--- src/rtl/pzcorebus_gate_controller_if.sv ---
// Gate-controller signal bundle: disable request, monitored handshakes and gate status.
interface pzcorebus_gate_controller_if #(
  parameter int MAX_OUTSTANDING = 64
);
  localparam int COUNT_WIDTH = $clog2(MAX_OUTSTANDING + 1);

  logic                   disable_request;
  logic                   command_valid;
  logic                   command_accept;
  logic                   command_non_posted;
  logic                   command_with_data;
  logic                   write_data_valid;
  logic                   write_data_accept;
  logic                   write_data_last;
  logic                   response_valid;
  logic                   response_accept;
  logic                   response_last;
  logic                   enable;
  logic                   command_block;
  logic                   disabled;
  logic                   busy;
  logic [COUNT_WIDTH-1:0] outstanding;
  logic                   error;

  // Controller side: observes the bus, drives gate control and status.
  modport master (
    input  disable_request, command_valid, command_accept, command_non_posted,
           command_with_data, write_data_valid, write_data_accept, write_data_last,
           response_valid, response_accept, response_last,
    output enable, command_block, disabled, busy, outstanding, error
  );

  // System side: raises requests and bus activity, consumes gate control.
  modport slave (
    output disable_request, command_valid, command_accept, command_non_posted,
           command_with_data, write_data_valid, write_data_accept, write_data_last,
           response_valid, response_accept, response_last,
    input  enable, command_block, disabled, busy, outstanding, error
  );
endinterface

--- src/rtl/pzcorebus_gate_controller.sv ---
// Gate controller: quiesces a bus port (block commands, drain write data and
// responses) before switching the gate to the dummy slave, and resumes on request.
module pzcorebus_gate_controller #(
  parameter int MAX_OUTSTANDING = 64,
  parameter bit INITIAL_ENABLE  = 1'b1
)(
  input logic                         i_clk,
  input logic                         i_rst,
  pzcorebus_gate_controller_if.master bus
);
  localparam int COUNT_WIDTH = $clog2(MAX_OUTSTANDING + 1);
  localparam logic [COUNT_WIDTH-1:0] COUNT_MAX = COUNT_WIDTH'(MAX_OUTSTANDING);

  typedef enum logic [2:0] {
    ENABLED,
    STOPPING,
    DRAINING,
    DISABLED,
    RESUMING
  } state_t;

  localparam state_t RESET_STATE = INITIAL_ENABLE ? ENABLED : DISABLED;

  state_t                 state;
  state_t                 state_next;
  logic [COUNT_WIDTH-1:0] outstanding_q;
  logic [COUNT_WIDTH-1:0] write_pending_q;
  logic                   response_in_burst;
  logic                   error_q;
  logic                   enable_q;
  logic                   command_block_q;
  logic                   disabled_q;
  logic                   busy_q;

  logic command_hs;
  logic write_data_hs;
  logic response_hs;
  logic command_idle;
  logic write_data_idle;
  logic [COUNT_WIDTH:0] outstanding_upd;
  logic [COUNT_WIDTH:0] write_pending_upd;

  // Returns {overflow_or_underflow, next_count}; simultaneous inc/dec cancel.
  function automatic logic [COUNT_WIDTH:0] count_update(
    input logic [COUNT_WIDTH-1:0] cnt,
    input logic                   inc,
    input logic                   dec
  );
    count_update = {1'b0, cnt};
    if (inc && !dec) begin
      if (cnt == COUNT_MAX) count_update[COUNT_WIDTH] = 1'b1;
      else                  count_update[COUNT_WIDTH-1:0] = cnt + 1'b1;
    end else if (dec && !inc) begin
      if (cnt == '0) count_update[COUNT_WIDTH] = 1'b1;
      else           count_update[COUNT_WIDTH-1:0] = cnt - 1'b1;
    end
  endfunction

  assign command_hs    = bus.command_valid && bus.command_accept;
  assign write_data_hs = bus.write_data_valid && bus.write_data_accept;
  assign response_hs   = bus.response_valid && bus.response_accept;

  assign command_idle    = !bus.command_valid || bus.command_accept;
  // A data-carrying command accepted in this cycle still owes its burst.
  assign write_data_idle = (write_pending_q == '0) && !(command_hs && bus.command_with_data);

  assign outstanding_upd   = count_update(outstanding_q,
                                          command_hs && bus.command_non_posted,
                                          response_hs && bus.response_last);
  assign write_pending_upd = count_update(write_pending_q,
                                          command_hs && bus.command_with_data,
                                          write_data_hs && bus.write_data_last);

  always_comb begin
    state_next = state;
    case (state)
      ENABLED:  if (bus.disable_request) state_next = STOPPING;
      STOPPING: if (command_idle && write_data_idle) state_next = DRAINING;
      DRAINING: if ((outstanding_q == '0) && !response_in_burst) state_next = DISABLED;
      DISABLED: if (!bus.disable_request) state_next = RESUMING;
      RESUMING: state_next = ENABLED;
      default:  state_next = RESET_STATE;
    endcase
  end

  always_ff @(posedge i_clk) begin
    if (i_rst) state <= RESET_STATE;
    else       state <= state_next;
  end

  // Status outputs are decoded from the next state so they are registered yet
  // line up cycle-for-cycle with the state register.
  always_ff @(posedge i_clk) begin
    if (i_rst) begin
      outstanding_q     <= '0;
      write_pending_q   <= '0;
      response_in_burst <= 1'b0;
      error_q           <= 1'b0;
      enable_q          <= INITIAL_ENABLE;
      command_block_q   <= !INITIAL_ENABLE;
      disabled_q        <= !INITIAL_ENABLE;
      busy_q            <= 1'b0;
    end else begin
      outstanding_q   <= outstanding_upd[COUNT_WIDTH-1:0];
      write_pending_q <= write_pending_upd[COUNT_WIDTH-1:0];
      error_q         <= error_q || outstanding_upd[COUNT_WIDTH] || write_pending_upd[COUNT_WIDTH];
      if (response_hs) response_in_burst <= !bus.response_last;
      enable_q        <= (state_next != DISABLED);
      command_block_q <= (state_next != ENABLED);
      disabled_q      <= (state_next == DISABLED);
      busy_q          <= (state_next == STOPPING) || (state_next == DRAINING) ||
                         (state_next == RESUMING);
    end
  end

  assign bus.enable        = enable_q;
  assign bus.command_block = command_block_q;
  assign bus.disabled      = disabled_q;
  assign bus.busy          = busy_q;
  assign bus.outstanding   = outstanding_q;
  assign bus.error         = error_q;
endmodule

--- src/flat_wrapper.sv ---
// flat-port wrapper written by rule: the top's interface ports become plain ports
module pzcorebus_gate_controller_flat 
#(
  parameter int MAX_OUTSTANDING = 64,
  parameter bit INITIAL_ENABLE  = 1'b1
)
  (i_clk, i_rst, bus_disable_request, bus_command_valid, bus_command_accept, bus_command_non_posted, bus_command_with_data, bus_write_data_valid, bus_write_data_accept, bus_write_data_last, bus_response_valid, bus_response_accept, bus_response_last, bus_enable, bus_command_block, bus_disabled, bus_busy, bus_outstanding, bus_error);
  pzcorebus_gate_controller_if #(.MAX_OUTSTANDING(MAX_OUTSTANDING)) bus_i ();
  input logic i_clk;
  input logic i_rst;
  input wire logic [$bits(bus_i.disable_request)-1:0] bus_disable_request;
  input wire logic [$bits(bus_i.command_valid)-1:0] bus_command_valid;
  input wire logic [$bits(bus_i.command_accept)-1:0] bus_command_accept;
  input wire logic [$bits(bus_i.command_non_posted)-1:0] bus_command_non_posted;
  input wire logic [$bits(bus_i.command_with_data)-1:0] bus_command_with_data;
  input wire logic [$bits(bus_i.write_data_valid)-1:0] bus_write_data_valid;
  input wire logic [$bits(bus_i.write_data_accept)-1:0] bus_write_data_accept;
  input wire logic [$bits(bus_i.write_data_last)-1:0] bus_write_data_last;
  input wire logic [$bits(bus_i.response_valid)-1:0] bus_response_valid;
  input wire logic [$bits(bus_i.response_accept)-1:0] bus_response_accept;
  input wire logic [$bits(bus_i.response_last)-1:0] bus_response_last;
  output wire logic [$bits(bus_i.enable)-1:0] bus_enable;
  output wire logic [$bits(bus_i.command_block)-1:0] bus_command_block;
  output wire logic [$bits(bus_i.disabled)-1:0] bus_disabled;
  output wire logic [$bits(bus_i.busy)-1:0] bus_busy;
  output wire logic [$bits(bus_i.outstanding)-1:0] bus_outstanding;
  output wire logic [$bits(bus_i.error)-1:0] bus_error;
  assign bus_i.disable_request = bus_disable_request;
  assign bus_i.command_valid = bus_command_valid;
  assign bus_i.command_accept = bus_command_accept;
  assign bus_i.command_non_posted = bus_command_non_posted;
  assign bus_i.command_with_data = bus_command_with_data;
  assign bus_i.write_data_valid = bus_write_data_valid;
  assign bus_i.write_data_accept = bus_write_data_accept;
  assign bus_i.write_data_last = bus_write_data_last;
  assign bus_i.response_valid = bus_response_valid;
  assign bus_i.response_accept = bus_response_accept;
  assign bus_i.response_last = bus_response_last;
  assign bus_enable = bus_i.enable;
  assign bus_command_block = bus_i.command_block;
  assign bus_disabled = bus_i.disabled;
  assign bus_busy = bus_i.busy;
  assign bus_outstanding = bus_i.outstanding;
  assign bus_error = bus_i.error;
  pzcorebus_gate_controller #(.MAX_OUTSTANDING(MAX_OUTSTANDING), .INITIAL_ENABLE(INITIAL_ENABLE)) u_core (.i_clk(i_clk), .i_rst(i_rst), .bus(bus_i));
endmodule
--- config.mk ---
export PLATFORM = sky130hd
export DESIGN_NAME = pzcorebus_gate_controller_flat
export DESIGN_NICKNAME = d
export VERILOG_FILES = /design/src/rtl/pzcorebus_gate_controller_if.sv /design/src/rtl/pzcorebus_gate_controller.sv /design/src/flat_wrapper.sv
export SDC_FILE = /design/constraint.sdc
export NUM_CORES = 1
export LEC_CHECK = 0
export CORE_MARGIN = 2
export CORE_UTILIZATION = 50
export DETAILED_ROUTE_END_ITERATION = 6
export DONT_BUFFER_PORTS = 1
export GPL_TIMING_DRIVEN = 0
export PLACE_DENSITY = 0.67
export REMOVE_ABC_BUFFERS = 1
export SLEW_MARGIN = 25
export SYNTH_ARGS = -nofsm -noshare
export SYNTH_HDL_FRONTEND = slang
export SYNTH_SLANG_ARGS = --single-unit
--- constraint.sdc ---
create_clock -name i_clk -period 1.8 [get_ports i_clk]
set_input_delay 0.18 -clock i_clk [delete_from_list [all_inputs] [get_ports i_clk]]
set_output_delay 0.18 -clock i_clk [all_outputs]
set_load 0.01 [all_outputs]
==> results.md, run 1 <==
- The tool flagged a number of max-cap violations equal to 0.
- The post-synthesis instance total is 171.
- For the pin with the worst max-slew slack, the measured transition is 0.6967 ns.
- Entering global routing, the biggest net connects 17 pins.
- In this run the number of H-tree levels came out at 1.
- Once layout is complete, the utilization of the core stands at 61.31%.
- The most common cell in the synthesized netlist is sky130_fd_sc_hd__dfxtp_1.
- The initial antenna violation count is 0.
- The initial core utilization is 51.94%.
- The kind of capture point of the worst setup path is a flip-flop.
- After layout, the worst path uses 104.9% of the clock period.
- The checks that failed: setup timing.
- The number of DRC violations after detailed-routing iteration 0 is 53.
- In this run the most used layer during global routing was met2.
- At the placement stage, the worst setup path has a slack of -0.2748 ns.
- The combined global-route utilization of all metal layers is 21.87%.
- The CTS root buffer is sky130_fd_sc_hd__clkbuf_4.
- In the post-synthesis netlist, the biggest area contributors are sky130_fd_sc_hd__dfxtp_1 33%, sky130_fd_sc_hd__nand3_1 5.7%, sky130_fd_sc_hd__ha_1 4.4%, sky130_fd_sc_hd__nor2_1 4.0%, sky130_fd_sc_hd__nor3_1 3.6%.
- Among all flip-flop cells after synthesis, the most frequent one is sky130_fd_sc_hd__dfxtp_1.
- Counting the buffers created by CTS gives 3.
- The worst relative slew slack is 53.40%.
- The via count of the first global-routing pass is 1328.
- Counting every sink on the clock net gives 23.
- The slowest stage of the critical path belongs to the cell sky130_fd_sc_hd__or4b_4.
- The routed design could run at a clock period as short as 1.888 ns.
- The number of instances in the placed design is 195.
- Counting along the longest clock path gives a buffer depth of 2.
- The die outline area is 3256 um2.
- Counting distinct cell types in the post-synthesis netlist gives 48.
- The flow ran to the end, but the final reports show violations.
- The CTS tree is done.
- Sorting the synthesized cells by how often they occur yields 23 x sky130_fd_sc_hd__dfxtp_1, 16 x sky130_fd_sc_hd__nand3_1, 15 x sky130_fd_sc_hd__nor2_1.
- The number of DRC violations after detailed routing is 0.
- The total net switching power is 405.0 uW.
- The setup check on the worst reg-to-reg path leaves a slack of -0.09 ns.
- The detail route stage leaves a number of antenna-violating nets equal to 0.
- Net switching is 32.73% of the power.
- The power density over the cells is 744.7 nW/um2.
- The synthesis-to-finish area growth is 18.04%.
- 25 I/O pins were placed.
- The first-pass detailed-route iteration total is 4.
- After legalization and detailed placement, the total HPWL measured 2230 um.
- The maximum VDD drop is 559.4 uV.
- In this run the worst path has a maximum fanout of 7.
- Setup repair after global routing could not meet its margin everywhere.
- After detailed routing, the number of vias per cell comes to 6.210.
- For this run, the post-layout net count is 202.
- The mean routed wirelength per cell is 16.34 um.
- The sum of routed wire length over all layers is 3496 um.
- During placement, the flow inserted port buffers numbering 0.
- In this design, the stage delay of the slowest critical-path cell is 0.55 ns.
- After synthesis the netlist holds a flip-flop and latch count of 23.
- The library cell with the largest summed area after synthesis is sky130_fd_sc_hd__dfxtp_1.
- The area of the placeable core is 2710 um2.
- The clock latency at the later pin of the worst-skew pair is 0.31 ns.
- The Yosys step of the flow raised 0 warnings.
- The number of failing hold endpoints at the final stage is 0.
- The met2 layer usage reported by global route is 35.63%.
- For this run, the top clock speed supported by timing is 529.6 MHz.
- The power share of the combinational group is 30.6%.
- The worst hold path class is input pin to flip-flop.
- The standby leakage power is 0.0006182 uW.
- The share of the synthesized area in the top cell type is 32.71%.
- Global routing consumed, on the met1 layer, 28.88% of the routing resources.
- The clock share of power is 20.1%.
- The number of placement rows is 19.
- The overall power after layout is 1237 uW.
- The async set or reset register ratio after synthesis is 0%.
- The total via count in the routed design is 1329.
- The post-synthesis cell area is 1408 um2.
- The startpoint kind of the worst setup timing path is a flip-flop.
- For met3 alone, demand over resource in global routing was 3.175%.
- The sequential cell area fraction in the yosys report is 32.71%.
- Data on the critical path is required at its endpoint by 2.07 ns.
- Traced cell by cell, the critical path runs through nor4_4 -> nand3_2 -> or4b_4 -> a31oi_4 -> and2_1.
- The count of endpoints failing setup in the final report is 4.
- The data arrival time at the worst-slack endpoint is 2.15 ns.
- The critical path is of the flip-flop to flip-flop type.
- The fraction of final layout cells with drive strength greater than 1 is 25.14%.
- The remaining global-route overflow is 0.
- The congestion estimate from routability-driven global placement came to 0.8318.
- The sequential power share is 49.3%.
- A synthesized cell averages 8.232 um2.
- The max-slew violation count is 0.
- The first-pass GRT wire length is 5740 um.
- The floorplan step set the die width to 57.06 um.
- The post-route worst setup slack is -0.08840 ns.
- The count of flip-flops with a built-in enable after synthesis is 0.
- The number of antenna diodes in the final layout is 0.
- After clock tree synthesis, the clock-pin slew on the worst setup and hold paths is 0.13 ns.
- The vertical extent of the die is 57.06 um.
- The clock arrives with 0.007590 ns of skew.
- Internal power comes to 832.3 uW.
- The finished layout holds 214 standard cells, fillers aside.
[routing by layer]
| layer | wire [um] | share of wire, % | up-vias |
|---|---|---|---|
| met1 | 1536 | 44 | 629 |
| met2 | 1731 | 50 | 38 |
| met4 | 71 | 2.0 | 0 |
| met3 | 157 | 4.5 | 8 |
| met5 | 0 | 0 | - |
| li1 | - | - | 654 |
[per-stage QoR]
| stage | instance area, um2 | hold slack, ns | TNS [ns] |
|---|---|---|---|
| final | 1662 | 0.02682 | -0.3182 |
| after floorplan | 1374 | 0.2491 | -0.3136 |
| after global routing | 1662 | 0.02340 | -0.7011 |
| after detailed placement | 1413 | 0.2543 | -1.970 |
| after CTS | 1572 | 0.007771 | -0.3801 |
| after global placement | 1413 | 0.2533 | -1.622 |
[power by group through the flow]
stage,clock network [uW],logic [uW],registers (uW)
after floorplan,0,214,605
after global placement,0,244,617
after detailed placement,0,252,620
after CTS,249,322,607
after global routing,279,413,619
final,249,378,610
[cells in the final DEF (no fill, tap or decap), types with 4 or more instances in the layout]
cell                       n
sky130_fd_sc_hd__dfxtp_1  15
sky130_fd_sc_hd__a21oi_1   6
sky130_fd_sc_hd__nand3_1  16
sky130_fd_sc_hd__and3_1    5
sky130_fd_sc_hd__o21ai_0   5
sky130_fd_sc_hd__dfxtp_2   5
sky130_fd_sc_hd__nor3_1    9
sky130_fd_sc_hd__nand2_1  11
sky130_fd_sc_hd__buf_4    12
sky130_fd_sc_hd__xnor2_1   4
sky130_fd_sc_hd__nor2_1   14
[final timing paths]
check / from / end / cells past startpoint
worst max-delay path: u_core.bus.outstanding[3] / u_core.bus.disabled / 5
worst min-delay path: i_rst / u_core.bus.outstanding[5] / 2
worst max register to register: u_core.bus.outstanding[3] / u_core.bus.disabled / 5
worst min register to register: u_core.response_in_burst / u_core.response_in_burst / 2
[registers in the layout, indices dropped and copies added, names as in the netlist]
name / cells
u_core.write_pending_q: 7
u_core.bus.error: 1
u_core.bus.command_block: 1
u_core.bus.disabled: 1
u_core.bus.outstanding: 7
u_core.response_in_burst: 1
u_core.bus.enable: 1
u_core.state: 3
u_core.bus.busy: 1
[cells by family after synthesis]
family	synth area share, %
muxes	1.511
DFF	32.71
adders and majority gates	4.444
AOI/OAI and AO/OA	19.65
buffers and inverters	4.000
and+or+nand+nor	33.33
xor gates and xnor gates	4.356
[critical path: cells and delay by family (launching register included)]
family | cells | cell delay (ns)
flip-flops | 1 | 0.41
AND/OR/NAND/NOR | 4 | 1.21
AO/OA/AOI/OAI | 1 | 0.21
[repair_timing]
item / CTS / global route
cloned: 0 / 0
endpoints found under the hold margin: 17 / 1
pin swaps: 6 / 7
hold buffers: 2 / 1
setup endpoints to repair: 14 / 16
setup buffers: 9 / 4
gates resized for setup: 19 / 12
[area by class of cell]
cell class | count | area, um2
tap | 31 | 38.79
sequential | 23 | 478.0
fill | 243 | 1049
multi-input combinational | 135 | 973.4
inverter | 6 | 25.02
clock buffer | 4 | 26.28
timing repair buffer | 15 | 120.1
(Power assumes the default switching activity.)
==> run 2, diff against run 1 <==
CELL_PAD_IN_SITES_DETAIL_PLACEMENT = 1   (was unset)
CELL_PAD_IN_SITES_GLOBAL_PLACEMENT = 1   (was unset)
CORE_UTILIZATION = 41   (was 50)
PLACE_DENSITY = 0.72   (was 0.67)
==> results.md, run 2 (synthesis gave the netlist of run 1 again) <==
- The run finished, with violations left.
- The checks that failed: setup timing.
- Setup repair after global routing could not meet its margin everywhere.
- The TritonCTS buffer count was 3 (unchanged).
- The maximum fanout encountered on the critical timing path was 7 (unchanged).
- The first-pass detailed-route iteration total came to 4 (unchanged).
- The via density per instance came to 5.861 (-5.6%).
- The largest net degree at the start of global routing is 18 (+1).
- The count of endpoints failing setup in the final report was 5 (+1).
- The clock share of power came to 20.4% (+0.3 points).
- The number of DRC violations after detailed routing was 0 (unchanged).
- The number of failing hold endpoints at the final stage was 0 (unchanged).
- The area taken by flip-flops and latches was 485.5 um2 (+1.6%).
- The slowest stage cell on the critical path is sky130_fd_sc_hd__or4b_4.
- The max-cap violation count came to 0 (unchanged).
- The clock tree skew after final layout is 0.01905 ns (+0.01146 ns).
- The final estimated routing congestion in global placement came to 0.8447 (+1.6%).
- The sum of routed wire length over all layers is 4142 um (+18%).
- The maximum VDD drop was 331.0 uV (-41%).
- The combined global-route utilization of all metal layers is 20.22% (-1.6 points).
- The standby leakage power came to 0.0006427 uW (+4.0%).
- The switching fraction of total power is 34.62% (+1.9 points).
- The count of buffers from port buffering came to 0 (unchanged).
- The CTS root buffer is sky130_fd_sc_hd__clkbuf_4.
- The filler cell count in the final layout is 390 (+60%).
- The post-route worst setup slack was -0.06591 ns (+0.02248 ns).
- The cell area after placement is 1431 um2 (+1.3%).
- The die outline area came to 3918 um2 (+20%).
- The fmax is 535.9 MHz (+1.2%).
- The top-level I/O count was 25 (unchanged).
- The number of placement rows was 21 (+2).
- The time the final worst path needs with I/O delays and setup is 1.866 ns (-0.02248 ns).
- The remaining global-route overflow came to 0 (unchanged).
- The maximum number of buffers from clock root to sink came to 2 (unchanged).
- The initial core utilization is 42.52% (-9.4 points).
- The number of diodes is 0 (unchanged).
- The initial antenna violation count came to 0 (unchanged).
- The area of the placeable core is 3311 um2 (+22%).
- The number of instances in the placed design is 210 (+7.7%).
- The total via count in the routed design is 1348 (+1.4%).
- The data arrival time at the worst-slack endpoint was 2.15 ns (about the same).
- The x dimension of the die came to 62.60 um (+9.7%).
- The fraction of the cycle the final worst path needs is 103.7% (-1.2 points).
- The maximum level of the CTS H-tree is 1 (unchanged).
- The overall power after layout was 1271 uW (+2.7%).
- The fraction of final layout cells with drive strength greater than 1 is 28.26% (+3.1 points).
- The worst relative slew slack was 50.78% (-2.6 points).
- The number of nets in the layout is 203 (+0.50%).
- The pin slew with the least headroom to its limit is 0.7359 ns (+0.03919 ns).
- The first-pass GRT wire length was 6306 um (+9.9%).
- The post-DP HPWL is 2547 um (+14%).
- The largest delay contributor family on the critical path is simple AND/OR/NAND/NOR gates.
- The non-filler instance count after layout came to 230 (+7.5%).
- The internal power summed over all cells is 830.8 uW (-0.18%).
- The power density over the cells came to 734.4 nW/um2 (-1.4%).
- The largest stage delay on the critical path was 0.55 ns (about the same).
- By startpoint and endpoint, the worst setup path is classified as flip-flop to flip-flop.
- The clock latency at the later pin of the worst-skew pair is 0.33 ns (+0.02 ns).
- The required time of the worst setup path was 2.09 ns (+0.02 ns).
- The via count of the first global-routing pass came to 1357 (+2.2%).
- The number of nets with antenna violations after routing was 0 (unchanged).
- The area taken by multi-input logic gates is 997.2 um2 (+2.4%).
- Leaving out fill and tap cells, the most frequent cells in the layout are 15 x sky130_fd_sc_hd__nand3_1, 14 x sky130_fd_sc_hd__nor2_1, 13 x sky130_fd_sc_hd__dfxtp_1.
- The library cell used most frequently in the layout, excluding fill and tap cells, is sky130_fd_sc_hd__nand3_1.
- The number of DRC violations after detailed-routing iteration 0 is 33 (-38%).
- The cell area after layout came to 1730 um2 (+4.1%).
- The worst hold path class is input pin to flip-flop.
- The mean routed wirelength per cell is 18.01 um (+10%).
- The vertical extent of the die is 62.60 um (+9.7%).
- The sequential power share is 48.0% (-1.3 points).
- The area growth from synthesis to layout is 22.93%.
- The number of sinks driven by the clock tree was 23 (unchanged).
- The kind of capture point of the worst setup path is a flip-flop.
- The total net switching power was 440.0 uW (+8.6%).
- Traced cell by cell, the critical path runs through nor4_4 -> nand3_2 -> or4b_4 -> a31oi_4 -> and2_1.
- The number of buffers and inverters on the critical path came to 0 (unchanged).
- The max-slew violation count came to 0 (unchanged).
- The worst hold slack after final layout is 0.02519 ns (-0.001632 ns).
- STA classifies the critical path startpoint as a flip-flop.
- The CTS clock-pin slew for the worst setup and hold paths came to 0.15 ns (+0.02 ns).
- The CTS tree is done.
- The power share of the combinational group is 31.6% (+1.0 points).
-- run 2: cell types whose count changed in the layout (fill, tap and decap cells not counted), sizes merged --
cell          delta
clkinvlp         +1
clkbuf           -1
dlymetal6s2s     +1
-- run 2: layout make-up --
type | instances | share of cell area (%)
flip-flops and latches | 23 | 28.05
clock buffers | 3 | 1.302
multi-input cells | 135 | 57.63
repair buffers | 16 | 7.664
clock inverters | 1 | 0.4338
inverters | 6 | 1.591
well taps | 46 | 3.326
-- run 2: metal layers --
layer  up-vias  part of all wire, %  GRT usage (%)
met2        25                   54          37.90
met4         0                  2.9          9.167
met3        12                  2.5          5.045
li1        659                    -              -
met5         -                    0              0
met1       652                   41          21.01
-- run 2: stage by stage --
step,worst slack [ns],util (%),setup TNS [ns]
6_report,-0.06591,52.27,-0.2532
5_1_grt,-0.1464,52.27,-0.8539
4_1_cts,-0.1077,47.77,-0.5513
3_5_place_dp,-0.3014,43.24,-2.592
3_3_place_gp,-0.2809,43.24,-2.042
2_1_floorplan,-0.08429,-,-0.3136
-- run 2: worst paths after layout --
check	from	slack, ns	endpoint	cells past startpoint
worst max-delay path	u_core.bus.outstanding[2]	-0.07	u_core.bus.disabled	5
worst min-delay path	i_rst	0.03	u_core.bus.outstanding[5]	2
worst max register to register	u_core.bus.outstanding[2]	-0.07	u_core.bus.disabled	5
worst min register to register	u_core.write_pending_q[1]	0.54	u_core.write_pending_q[1]	2
-- run 2: timing repair --
action,CTS,global route
hold endpoints to repair,18,1
gates resized for setup,20,20
setup endpoints to repair,17,15
cloned,0,0
pin swaps,6,10
setup buffers,6,7
hold buffers,2,1
-- run 2: worst register-to-register path: stages (launching register included) --
cell and delay (ns):
sky130_fd_sc_hd__dfxtp_4 0.41, sky130_fd_sc_hd__nor4_4 0.34, sky130_fd_sc_hd__nand3_2 0.17, sky130_fd_sc_hd__or4b_4 0.55, sky130_fd_sc_hd__a31oi_4 0.19, sky130_fd_sc_hd__and2_1 0.15
-- run 2: power groups by stage --
stage / logic (uW) / registers [uW] / clock network [uW]
2_1_floorplan: 214 / 605 / 0
3_3_place_gp: 251 / 618 / 0
3_5_place_dp: 260 / 620 / 0
4_1_cts: 318 / 607 / 264
5_1_grt: 440 / 618 / 290
6_report: 402 / 610 / 259
==> run 3, diff against run 2 <==
CORE_UTILIZATION = 46   (was 41)
PLACE_DENSITY = 0.77   (was 0.72)
clock period = 2 ns   (was 1.8 ns; I/O delays follow)
==> results.md, run 3 (synthesis gave the netlist of run 1 again) <==
- The flow ran to the end, and the final reports show no timing, DRC or antenna violations.
- The signal on the critical path passes through nor4_4 -> nand3_2 -> or4b_4 -> a31oi_4 -> o21ba_1.
- The via density per instance is 6.437 (+9.8%).
- STA classifies the critical path endpoint as a flip-flop.
- The critical path is of the flip-flop to flip-flop type.
- The number of buffers and inverters on the critical path came to 0 (unchanged).
- The maximum fanout encountered on the critical timing path is 7 (unchanged).
- The post-route worst setup slack was 0.06654 ns (+0.1325 ns).
- The max-slew violation count is 0 (unchanged).
- The die outline area was 3518 um2 (-10%).
- The CTS tree is done.
- The required time of the worst setup path is 2.28 ns (+0.19 ns).
- The vertical extent of the die is 59.32 um (-5.2%).
- The met3 global-route usage is 3.712% (-1.3 points).
- The pin slew with the least headroom to its limit is 0.6168 ns (-0.1191 ns).
- The CTS clock-pin slew for the worst setup and hold paths is 0.14 ns (about the same).
- The area of the placeable core came to 2978 um2 (-10%).
- The non-filler instance count after layout came to 206 (-10%).
- The TritonCTS buffer count is 3 (unchanged).
- The library cells used most frequently in the layout, excluding fill and tap cells, are 16 x sky130_fd_sc_hd__nand3_1, 16 x sky130_fd_sc_hd__dfxtp_1, 14 x sky130_fd_sc_hd__nor2_1.
- The fraction of final layout cells with drive strength greater than 1 is 16.76% (-11 points).
- The count of endpoints failing setup in the final report is 0 (-5).
- The number of nets with antenna violations after routing is 0 (unchanged).
- The post-DP HPWL was 2678 um (+5.2%).
- The standby leakage power was 0.0005678 uW (-12%).
- The worst hold path class is input pin to flip-flop.
- The number of DRC violations after detailed-routing iteration 0 came to 45 (+36%).
- met2 is the most crowded layer.
- The filler cell count in the final layout is 373 (-4.4%).
- The maximum VDD drop came to 276.9 uV (-16%).
- The cell area after placement is 1415 um2 (-1.1%).
- The fmax is 517.2 MHz (-3.5%).
- The count of buffers from port buffering is 0 (unchanged).
- The data arrival time at the worst-slack endpoint is 2.22 ns (+0.07 ns).
- The number of failing hold endpoints at the final stage came to 0 (unchanged).
- The power density over the cells is 678.4 nW/um2 (-7.6%).
- The number of sinks driven by the clock tree came to 23 (unchanged).
- The worst setup timing slack at the placement stage is -0.1191 ns (+0.1823 ns).
- The number of instances in the placed design is 197 (-6.2%).
- The number of placement rows is 20 (-4.8%).
- The final design utilization came to 51.64% (-0.63 points).
- The sum of routed wire length over all layers came to 3776 um (-8.8%).
- The cell area after layout was 1538 um2 (-11%).
- The startpoint kind of the worst setup timing path is a flip-flop.
- The number of DRC violations after detailed routing is 0 (unchanged).
- The number of diodes was 0 (unchanged).
- The slowest stage cell on the critical path is sky130_fd_sc_hd__or4b_4.
- The time the final worst path needs with I/O delays and setup is 1.933 ns (+0.06755 ns).
- The total via count in the routed design was 1326 (-1.6%).
- The maximum level of the CTS H-tree is 1 (unchanged).
- Broken down by cell family, the worst path's largest delay share belongs to simple AND/OR/NAND/NOR gates.
- The combined global-route utilization of all metal layers is 22.49% (+2.3 points).
- The largest net degree at the start of global routing is 22 (+4).
- The final estimated routing congestion in global placement is 0.9090 (+7.6%).
- The root buffer cell chosen for the clock tree is sky130_fd_sc_hd__clkbuf_4.
- The area growth from synthesis to layout is 9.244%.
- The met2 layer usage reported by global route is 39.56% (+1.7 points).
- The number of nets in the layout came to 192 (-5.4%).
- The worst relative slew slack is 58.74% (+8.0 points).
- The remaining global-route overflow was 0 (unchanged).
- The max-cap violation count is 0 (unchanged).
- The x dimension of the die came to 59.32 um (-5.2%).
- The initial antenna violation count is 0 (unchanged).
- The top-level I/O count came to 25 (unchanged).
- The mean routed wirelength per cell is 18.33 um (+1.8%).
- The maximum number of buffers from clock root to sink is 2 (unchanged).
- The met1 routing resource usage after global routing is 26.88% (+5.9 points).
- The first-pass detailed-route iteration total is 4 (unchanged).
- The largest stage delay on the critical path was 0.56 ns (about the same).
- The clock tree skew after final layout is 0.01053 ns (-0.008519 ns).
- The via count of the first global-routing pass is 1366 (+0.66%).
- The clock latency at the later pin of the worst-skew pair came to 0.32 ns (about the same).
- The fraction of the cycle the final worst path needs is 96.67% (-7.0 points).
- The initial core utilization is 47.27% (+4.8 points).
- The first-pass GRT wire length is 6092 um (-3.4%).
-- run 3: cell count changes in the layout (fill, tap and decap cells not counted), sizes merged --
cell,previous run,this run
buf,12,1
clkbuf,3,4
dlymetal6s2s,1,0
clkinv,0,1
clkinvlp,1,0
-- run 3: path summary, 6_finish.rpt --
| kind | from | endpoint | slack (ns) | depth (start not counted) |
|---|---|---|---|---|
| worst max register to register | u_core.bus.outstanding[2] | u_core.state[0] | 0.07 | 5 |
| worst min-delay path | bus_disable_request | u_core.bus.command_block | 0.03 | 1 |
| worst max-delay path | u_core.bus.outstanding[2] | u_core.state[0] | 0.07 | 5 |
| worst min register to register | u_core.write_pending_q[1] | u_core.write_pending_q[1] | 0.58 | 2 |
-- run 3: routing by layer --
metal,share of wire [%],vias up
met4,1.5,0
li1,-,638
met5,0,-
met1,42,657
met2,53,26
met3,3.9,5
-- run 3: repair_timing --
| item | 4_1_cts | 5_1_grt |
|---|---|---|
| endpoints found under the hold margin | 16 | 15 |
| endpoints found under the setup margin | 8 | 8 |
| hold buffers | 2 | 1 |
| setup buffers | 1 | 1 |
| gates resized for setup | 6 | 13 |
| pin swaps | 1 | 5 |
-- run 3: final cells by class --
| class | count | area [um2] | share of cell area [%] |
|---|---|---|---|
| repair buffers | 5 | 42.54 | 2.766 |
| well taps | 33 | 41.29 | 2.685 |
| multi-input cells | 135 | 927.1 | 60.29 |
| flip-flops and latches | 23 | 476.7 | 31.00 |
| clock buffers | 3 | 22.52 | 1.465 |
| clock inverters | 1 | 5.005 | 0.3255 |
| inverters | 6 | 22.52 | 1.465 |
-- run 3: stage by stage --
| stage | power [uW] | TNS (ns) | hold WS, ns |
|---|---|---|---|
| floorplan | 736.9 | 0 | 0.2691 |
| global placement | 781.3 | -0.2921 | 0.2738 |
| detailed placement | 794.0 | -0.5261 | 0.2744 |
| CTS | 1032 | -0.008645 | -0.08709 |
| global route | 1111 | -0.01043 | 0.03070 |
| finish | 1043 | 0 | 0.03377 |
-- run 3: worst reg2reg max path, delay by kind of cell (launching register included) --
family | cells | cell delay, ns
DFF | 1 | 0.41
AOI/OAI and AO/OA | 2 | 0.36
and+or+nand+nor | 3 | 1.13
-- run 3: power breakdown --
group          total (uW)  internal, uW  switching (uW)
Combinational         269           127             142
Clock                 223          75.0             148
Sequential            551           493            58.3
Total                1040           695             348
